## src/rtl/gpu_regfile_pkg.sv

```systemverilog
// Shared definitions for the double-buffered GPU register file: register map,
// CTRL bit positions, commit FSM states and the CTRL read-word builder.
package gpu_regfile_pkg;

  // Word addresses; vertex slots start at REG_VERTEX0, colour slots follow them
  localparam int unsigned REG_CTRL        = 0;
  localparam int unsigned REG_BACK_COLOUR = 1;
  localparam int unsigned REG_WIN_SIZE    = 2;
  localparam int unsigned REG_VERTEX0     = 3;

  // CTRL bit positions
  localparam int unsigned CTRL_GO         = 0;
  localparam int unsigned CTRL_PENDING    = 1;
  localparam int unsigned CTRL_BUSY       = 2;
  localparam int unsigned CTRL_DONE       = 3;
  localparam int unsigned CTRL_IRQ_EN     = 4;
  localparam int unsigned CTRL_STATUS_LSB = 32;
  localparam int unsigned STATUS_W        = 32;
  localparam int unsigned CTRL_W          = 64;

  typedef enum logic [1:0] {
    ST_IDLE = 2'd0,
    ST_PEND = 2'd1,
    ST_COPY = 2'd2
  } commit_state_e;

  // Assemble the CTRL read value; unlisted bits read as zero
  function automatic logic [CTRL_W-1:0] ctrl_word(
    input logic [STATUS_W-1:0] status,
    input logic                irq_en,
    input logic                done,
    input logic                busy,
    input logic                pending
  );
    logic [CTRL_W-1:0] w;
    w                                = '0;
    w[CTRL_STATUS_LSB +: STATUS_W]   = status;
    w[CTRL_IRQ_EN]                   = irq_en;
    w[CTRL_DONE]                     = done;
    w[CTRL_BUSY]                     = busy;
    w[CTRL_PENDING]                  = pending;
    return w;
  endfunction

endpackage

```

## src/rtl/gpu_reg_bemerge.sv

```systemverilog
// Byte-enable merge of one register word: each enabled byte lane takes the
// write data, the others keep the old value.
//   old_i    : current register contents
//   wdata_i  : bus write data
//   be_i     : byte lane enables, lane 0 = bits [7:0]
//   merged_c : merged word (combinational)
module gpu_reg_bemerge #(
  parameter int unsigned DATA_W = 64
) (
  input  logic [DATA_W-1:0]   old_i,
  input  logic [DATA_W-1:0]   wdata_i,
  input  logic [DATA_W/8-1:0] be_i,
  output logic [DATA_W-1:0]   merged_c
);

  localparam int unsigned BE_W = DATA_W / 8;

  for (genvar b = 0; b < BE_W; b++) begin : g_lane
    assign merged_c[8*b +: 8] = be_i[b] ? wdata_i[8*b +: 8] : old_i[8*b +: 8];
  end

endmodule

```

## src/rtl/gpu_regfile_dbuf.sv

```systemverilog
// Double-buffered GPU register file on an Avalon-MM slave. The HPS stages a
// shadow bank; writing GO commits it atomically into the active bank that
// feeds the rasteriser, deferred until the rasteriser is idle.
//   clk, reset_n           : clock, async active-low reset
//   avs_*                  : Avalon-MM slave (1-cycle registered reads)
//   vertex_o, colour_o     : active vertex/colour slots, slot 0 in LSBs
//   back_colour_o          : active background colour
//   win_size_o             : active window size
//   start_o                : 1-cycle pulse after the active bank updates
//   busy_i, done_i         : rasteriser busy level / render-complete pulse
//   status_load_i/status_in: FPGA status word into CTRL[63:32]
//   irq_o                  : level interrupt, DONE & IRQ_EN
module gpu_regfile_dbuf
  import gpu_regfile_pkg::*;
#(
  parameter int unsigned DATA_W    = 64,
  parameter int unsigned NUM_VERTS = 3,
  parameter int unsigned ADDR_W    = $clog2(3 + 2 * NUM_VERTS)
) (
  input  logic                          clk,
  input  logic                          reset_n,
  input  logic [ADDR_W-1:0]             avs_address,
  input  logic                          avs_read,
  input  logic                          avs_write,
  input  logic [DATA_W-1:0]             avs_writedata,
  input  logic [DATA_W/8-1:0]           avs_byteenable,
  output logic [DATA_W-1:0]             avs_readdata,
  output logic                          avs_readdatavalid,
  output logic                          avs_waitrequest,
  output logic [NUM_VERTS*DATA_W-1:0]   vertex_o,
  output logic [NUM_VERTS*DATA_W-1:0]   colour_o,
  output logic [DATA_W-1:0]             back_colour_o,
  output logic [DATA_W-1:0]             win_size_o,
  output logic                          start_o,
  input  logic                          busy_i,
  input  logic                          done_i,
  input  logic                          status_load_i,
  input  logic [STATUS_W-1:0]           status_in,
  output logic                          irq_o
);

  localparam int unsigned NUM_REGS = 3 + 2 * NUM_VERTS;
  // Data registers occupy addresses 1..NUM_REGS-1; array index = address - 1
  localparam int unsigned NUM_DATA = NUM_REGS - 1;

  commit_state_e         state_q, state_d;
  logic                  start_q, start_d;
  logic                  done_q, done_d;
  logic                  irq_en_q, irq_en_d;
  logic                  irq_q, irq_d;
  logic [STATUS_W-1:0]   status_q, status_d;
  logic [DATA_W-1:0]     rdata_q, rdata_d;
  logic                  rvalid_q, rvalid_d;

  logic                  ctrl_sel_c;
  logic                  wr_acc_c;
  logic                  ctrl_wr_c;
  logic                  go_c;
  logic                  copy_c;
  logic [DATA_W-1:0]     rd_mux_c;

  logic [DATA_W-1:0]     shadow_vec [NUM_DATA];
  logic [DATA_W-1:0]     active_vec [NUM_DATA];

  // Bus handshake: only shadow-register writes stall, and only mid-commit
  assign ctrl_sel_c      = (avs_address == ADDR_W'(REG_CTRL));
  assign avs_waitrequest = avs_write && !ctrl_sel_c && (state_q != ST_IDLE);
  assign wr_acc_c        = avs_write && !avs_waitrequest;
  assign ctrl_wr_c       = wr_acc_c && ctrl_sel_c && avs_byteenable[0];
  assign go_c            = ctrl_wr_c && avs_writedata[CTRL_GO];

  // Commit FSM next state; copy happens in COPY, start pulses the cycle after
  always_comb begin
    state_d = state_q;
    start_d = 1'b0;
    copy_c  = 1'b0;
    unique case (state_q)
      ST_IDLE: if (go_c) state_d = ST_PEND;
      ST_PEND: if (!busy_i) state_d = ST_COPY;
      ST_COPY: begin
        copy_c  = 1'b1;
        start_d = 1'b1;
        state_d = ST_IDLE;
      end
      default: state_d = ST_IDLE;
    endcase
  end

  // CTRL: done_i set takes priority over a same-cycle W1C
  always_comb begin
    done_d   = done_q;
    irq_en_d = irq_en_q;
    status_d = status_q;
    if (ctrl_wr_c) begin
      irq_en_d = avs_writedata[CTRL_IRQ_EN];
      if (avs_writedata[CTRL_DONE]) done_d = 1'b0;
    end
    if (done_i) done_d = 1'b1;
    if (status_load_i) status_d = status_in;
    irq_d = done_d && irq_en_d;
  end

  // Read mux over CTRL and the shadow bank; unmapped addresses read zero
  always_comb begin
    rd_mux_c = '0;
    if (ctrl_sel_c) begin
      rd_mux_c = DATA_W'(ctrl_word(status_q, irq_en_q, done_q, busy_i,
                                   state_q != ST_IDLE));
    end
    for (int k = 0; k < int'(NUM_DATA); k++) begin
      if (avs_address == ADDR_W'(k + 1)) rd_mux_c = shadow_vec[k];
    end
    rvalid_d = avs_read;
    rdata_d  = avs_read ? rd_mux_c : rdata_q;
  end

  always_ff @(posedge clk or negedge reset_n) begin
    if (!reset_n) begin
      state_q  <= ST_IDLE;
      start_q  <= 1'b0;
      done_q   <= 1'b0;
      irq_en_q <= 1'b0;
      irq_q    <= 1'b0;
      status_q <= '0;
      rdata_q  <= '0;
      rvalid_q <= 1'b0;
    end else begin
      state_q  <= state_d;
      start_q  <= start_d;
      done_q   <= done_d;
      irq_en_q <= irq_en_d;
      irq_q    <= irq_d;
      status_q <= status_d;
      rdata_q  <= rdata_d;
      rvalid_q <= rvalid_d;
    end
  end

  // Shadow/active bank pair per data register
  for (genvar k = 0; k < NUM_DATA; k++) begin : g_bank
    logic [DATA_W-1:0] merged_c;
    logic [DATA_W-1:0] shadow_q, shadow_d;
    logic [DATA_W-1:0] active_q, active_d;

    gpu_reg_bemerge #(
      .DATA_W (DATA_W)
    ) u_bemerge (
      .old_i    (shadow_q),
      .wdata_i  (avs_writedata),
      .be_i     (avs_byteenable),
      .merged_c (merged_c)
    );

    always_comb begin
      shadow_d = shadow_q;
      active_d = active_q;
      if (wr_acc_c && (avs_address == ADDR_W'(k + 1))) shadow_d = merged_c;
      if (copy_c) active_d = shadow_q;
    end

    always_ff @(posedge clk or negedge reset_n) begin
      if (!reset_n) begin
        shadow_q <= '0;
        active_q <= '0;
      end else begin
        shadow_q <= shadow_d;
        active_q <= active_d;
      end
    end

    assign shadow_vec[k] = shadow_q;
    assign active_vec[k] = active_q;
  end

  // Active bank onto the rasteriser-facing ports
  for (genvar i = 0; i < NUM_VERTS; i++) begin : g_out
    assign vertex_o[i*DATA_W +: DATA_W] = active_vec[REG_VERTEX0 - 1 + i];
    assign colour_o[i*DATA_W +: DATA_W] = active_vec[REG_VERTEX0 - 1 + NUM_VERTS + i];
  end

  assign back_colour_o     = active_vec[REG_BACK_COLOUR - 1];
  assign win_size_o        = active_vec[REG_WIN_SIZE - 1];
  assign start_o           = start_q;
  assign irq_o             = irq_q;
  assign avs_readdata      = rdata_q;
  assign avs_readdatavalid = rvalid_q;

endmodule
```

## config.mk

```make
export PLATFORM = sky130hd
export DESIGN_NAME = gpu_regfile_dbuf
export DESIGN_NICKNAME = d
export VERILOG_FILES = /design/src/rtl/gpu_regfile_pkg.sv /design/src/rtl/gpu_reg_bemerge.sv /design/src/rtl/gpu_regfile_dbuf.sv
export SDC_FILE = /design/constraint.sdc
export NUM_CORES = 2
export LEC_CHECK = 0
export CAP_MARGIN = 40
export CORE_UTILIZATION = 61
export CTS_BUF_LIST = sky130_fd_sc_hd__clkbuf_4
export DETAILED_ROUTE_END_ITERATION = 10
export PLACE_DENSITY_LB_ADDON = 0.1
export RECOVER_POWER = 100
export SLEW_MARGIN = 20
export SYNTH_ARGS = -nofsm -noshare
export SYNTH_HDL_FRONTEND = slang
export SYNTH_SLANG_ARGS = --single-unit
```

## constraint.sdc

```tcl
create_clock -name clk -period 5.12 [get_ports clk]
set_input_delay 1.024 -clock clk [delete_from_list [all_inputs] [get_ports clk]]
set_output_delay 1.024 -clock clk [all_outputs]
set_load 0.01 [all_outputs]
```

==> insert_results.sql <==
INSERT INTO impl_metrics (metric_group, metric, value, unit) VALUES
('synthesis', 'leading_post_synthesis_cells_by_instance_count', 'sky130_fd_sc_hd__nand2_1, sky130_fd_sc_hd__dfrtp_1, sky130_fd_sc_hd__mux2_2, sky130_fd_sc_hd__clkbuf_1, sky130_fd_sc_hd__a21oi_1', ''),
('grt', 'globalRoute.totalOverflow', '0', ''),
('synthesis', 'synthSimpleGateAreaFrac', '0.162', ''),
('setup_path', 'timing.rr.start', 'state_q[0]', ''),
('timing', 'worst_setup_skew_after_layout', '0.0992', 'ns'),
('run', 'max_cap_violations', '7', ''),
('synthesis', 'synth_largest_area_cell', 'sky130_fd_sc_hd__dfrtp_1', ''),
('synthesis', 'yosysSeqAreaShare', '0.605', ''),
('power', 'power.leakage', '30.2', 'nW'),
('timing', 'fin_tns_setup', '0', 'ns'),
('synthesis', 'syn-cell-area', '46600', 'µm²'),
('clock_network', 'numCtsBuffers', '301', ''),
('power', 'peakVddDrop', '0.265', 'mV'),
('floorplan', 'initial_core_utilization', '0.622', ''),
('placed_design', 'pre_cts_ws', '1.17', 'ns'),
('timing', 'layout_setup_ws', '0.615', 'ns'),
('power', 'p_comb_frac', '0.144', ''),
('run_status', 'violations', 'max-capacitance violations, max-slew violations', ''),
('setup_path', 'worst-setup-path-type', 'input port to register', ''),
('layout', 'multi_input_comb_area', '17400', 'µm²'),
('placed_design', 'routabilityCongestion', '0.880', ''),
('synthesis', 'synth_nets', '4415', ''),
('synthesis', 'share_of_synthesized_flip_flops_with_an_asynchronous_set_or_reset', '1.00', ''),
('power', 'share_seq_of_total_power', '0.514', ''),
('drt', 'route.final.wire_length', '151', 'mm'),
('timing', 'finalSetupViolations', '0', ''),
('synthesis', 'post_synth_xor_area_fraction', '0', ''),
('drt', 'wire_per_inst', '24.1', 'µm'),
('synthesis', 'synth_largest_type_area_fraction', '0.605', ''),
('power', 'p_sw_frac', '0.282', ''),
('timing', 'final-max-slew-violation-count', '518', ''),
('layout', 'flow.area_growth_from_synthesis', '24.2', '%'),
('synthesis', 'top_cells_by_area_synth', 'sky130_fd_sc_hd__dfrtp_1, sky130_fd_sc_hd__mux2_2, sky130_fd_sc_hd__nand2_1, sky130_fd_sc_hd__a21oi_1, sky130_fd_sc_hd__clkbuf_1', ''),
('clock_network', 'clock_tree_from_tritoncts', 'built', ''),
('drt', 'drt_antenna_net_count', '0', ''),
('synthesis', 'synth-main-ff-cell', 'sky130_fd_sc_hd__dfrtp_1', ''),
('clock_network', 'number_of_clock_sinks', '1127', ''),
('power', 'fin_total_pwr', '21.6', 'mW'),
('synthesis', 'post_synth_fa_ha_maj_area_fraction', '0', ''),
('synthesis', 'synth_most_common_cell', 'sky130_fd_sc_hd__nand2_1', ''),
('floorplan', 'die_width', '278', 'µm'),
('layout', 'drive_above_1_share', '0.217', ''),
('power', 'clock_power_share', '0.341', ''),
('timing', 'hold-worst-slack', '0.433', 'ns'),
('timing', 'worst_slew_pin_slew', '2.66', 'ns'),
('setup_path', 'rr_endpoint', 'g_bank[5].active_q[43]', ''),
('timing', 'max_slew_margin', '-0.771', ''),
('grt', 'maximum_number_of_pins_on_one_net_before_global_route_repair', '237', ''),
('grt', 'grtUsageTotal', '0.392', ''),
('drt', 'drt_pass1_iterations', '6', ''),
('clock_network', 'clk-insertion-delay-late', '1.12', 'ns'),
('drt', 'detail_route.vias_per_cell', '5.99', ''),
('clock_network', 'cts_repair_resize_count', '0', ''),
('floorplan', 'chipHeight', '278', 'µm'),
('floorplan', 'fp.dieArea', '77500', 'µm²'),
('min_path', 'hold-path-cell-count', '2', ''),
('min_path', 'worstHoldStart', 'g_bank[7].shadow_q[32]', ''),
('setup_path', 'beginning_of_the_critical_path', 'avs_read', ''),
('grt', 'number_of_global_route_vias_before_repair', '37900', ''),
('synthesis', 'synthMuxAreaShare', '0.158', ''),
('min_path', 'holdPathEnd', 'g_bank[7].active_q[32]', ''),
('timing', 'rsz0062_at_grt', 'false', ''),
('setup_path', 'worst-endpoint-required', '6.12', 'ns'),
('floorplan', 'floorplan.core_area', '74900', 'µm²'),
('run_status', 'run_status', 'finished, violations left', ''),
('layout', 'fillerInstances', '5076', ''),
('setup_path', 'critical_path.endpoint_type', 'register', ''),
('clock_network', 'ctsHtreeMaxLevel', '5', ''),
('drt', 'drc', '0', ''),
('grt', 'grt_pass1_wl', '228', 'mm'),
('floorplan', 'floorplan.io_pins', '695', '');
## metal layers
| layer | track usage | part of all wire |
|---|---|---|
| met1 | 0.501 | 0.37 |
| met2 | 0.597 | 0.46 |
| met5 | 0 | 0.00055 |
| met4 | 0.222 | 0.058 |
| met3 | 0.119 | 0.11 |
## cell usage in the layout (no fill, tap or decap), types with 5 or more instances in the layout
master                            netlist  final
sky130_fd_sc_hd__a21oi_1              182    182
sky130_fd_sc_hd__a32o_1                35     35
sky130_fd_sc_hd__and2_0                 0      8
sky130_fd_sc_hd__buf_12                 0     10
sky130_fd_sc_hd__buf_4                  1     28
sky130_fd_sc_hd__buf_8                  0      5
sky130_fd_sc_hd__clkbuf_1             222     19
sky130_fd_sc_hd__clkbuf_2               0      8
sky130_fd_sc_hd__clkbuf_4               0    422
sky130_fd_sc_hd__clkdlybuf4s50_1        0    107
sky130_fd_sc_hd__clkinv_1               0     34
sky130_fd_sc_hd__dfrtp_1             1127   1127
sky130_fd_sc_hd__diode_2                0     12
sky130_fd_sc_hd__dlygate4sd3_1          0    582
sky130_fd_sc_hd__inv_2                  1      5
sky130_fd_sc_hd__mux2_1                11     11
sky130_fd_sc_hd__mux2_2               640    640
sky130_fd_sc_hd__nand2_1             1640   1654
sky130_fd_sc_hd__nand2b_1              31     28
sky130_fd_sc_hd__nor2_1                39     52
sky130_fd_sc_hd__nor2b_1               28     27
sky130_fd_sc_hd__nor4_1                27     27
sky130_fd_sc_hd__nor4bb_1              27     27
sky130_fd_sc_hd__o211a_1               27     27
sky130_fd_sc_hd__o21ai_0               75     75
sky130_fd_sc_hd__o22ai_1               90     90
## cells by family (layout without fill, tap and decap cells)
kind of cell    after synthesis  count (layout)
compound gates              419             419
buf+inv                     244            1238
flops                      1127            1127
mux                         653             653
other cells                   0              12
simple gates               1857            1857
## power groups by stage
| stage | combinational (mW) | clock (mW) | sequential [mW] |
|---|---|---|---|
| global placement | 3.16 | 0 | 11.2 |
| finish | 3.12 | 7.38 | 11.1 |
| global route | 3.37 | 7.98 | 11.2 |
| CTS | 3.29 | 7.48 | 11.1 |
| floorplan | 1.52 | 0 | 11.1 |
| detailed placement | 3.27 | 0 | 11.3 |
## worst max-delay path, cell delays in order
cell and delay (ns):
sky130_fd_sc_hd__clkbuf_1 1.85, sky130_fd_sc_hd__clkbuf_1 2.00, sky130_fd_sc_hd__o22ai_1 0.37, sky130_fd_sc_hd__a21oi_1 0.24
## how the worst max path moves through the flow
stage / slack [ns] / endpoint / depth (start not counted)
after floorplan: 2.13 / avs_waitrequest / 4
after global placement: 0.86 / g_bank[2].shadow_q[53] / 6
after detailed placement: 1.17 / g_bank[6].shadow_q[10] / 6
after CTS: 1.23 / avs_waitrequest / 4
after global routing: 0.63 / g_bank[2].active_q[19] / 3
final: 0.62 / avs_readdata[8] / 4
## through the flow
step | utilization | area [µm²] | instances
after floorplan | - | 46600 | 4300
after global placement | 0.727 | 54500 | 5779
after detailed placement | 0.730 | 54700 | 5790
after CTS | 0.775 | 58100 | 6260
after global routing | 0.772 | 57800 | 6273
final | 0.772 | 57900 | 6275
## state kept, by name (all words and copies together) (netlist names), 2 cells and up
name and count:
avs_readdata 64, back_colour_o 64, g_bank.active_q 384, g_bank.shadow_q 512, state_q 2, status_q 32
win_size_o 64
## layout make-up
class | count | share of cell area
flip-flops and latches | 1127 | 0.487
well taps | 969 | 0.0210
multi-input cells | 2929 | 0.301
inverters | 5 | 0.000454
diodes | 12 | 0.000519
repair buffers | 764 | 0.131
clock buffers | 421 | 0.0546
clock inverters | 48 | 0.00394
## what timing repair did
action	CTS	global route
endpoints found under the hold margin	35	0
hold buffers	1	0
setup endpoints to repair	0	0
No activity file was read; power rests on OpenSTA's default activity.
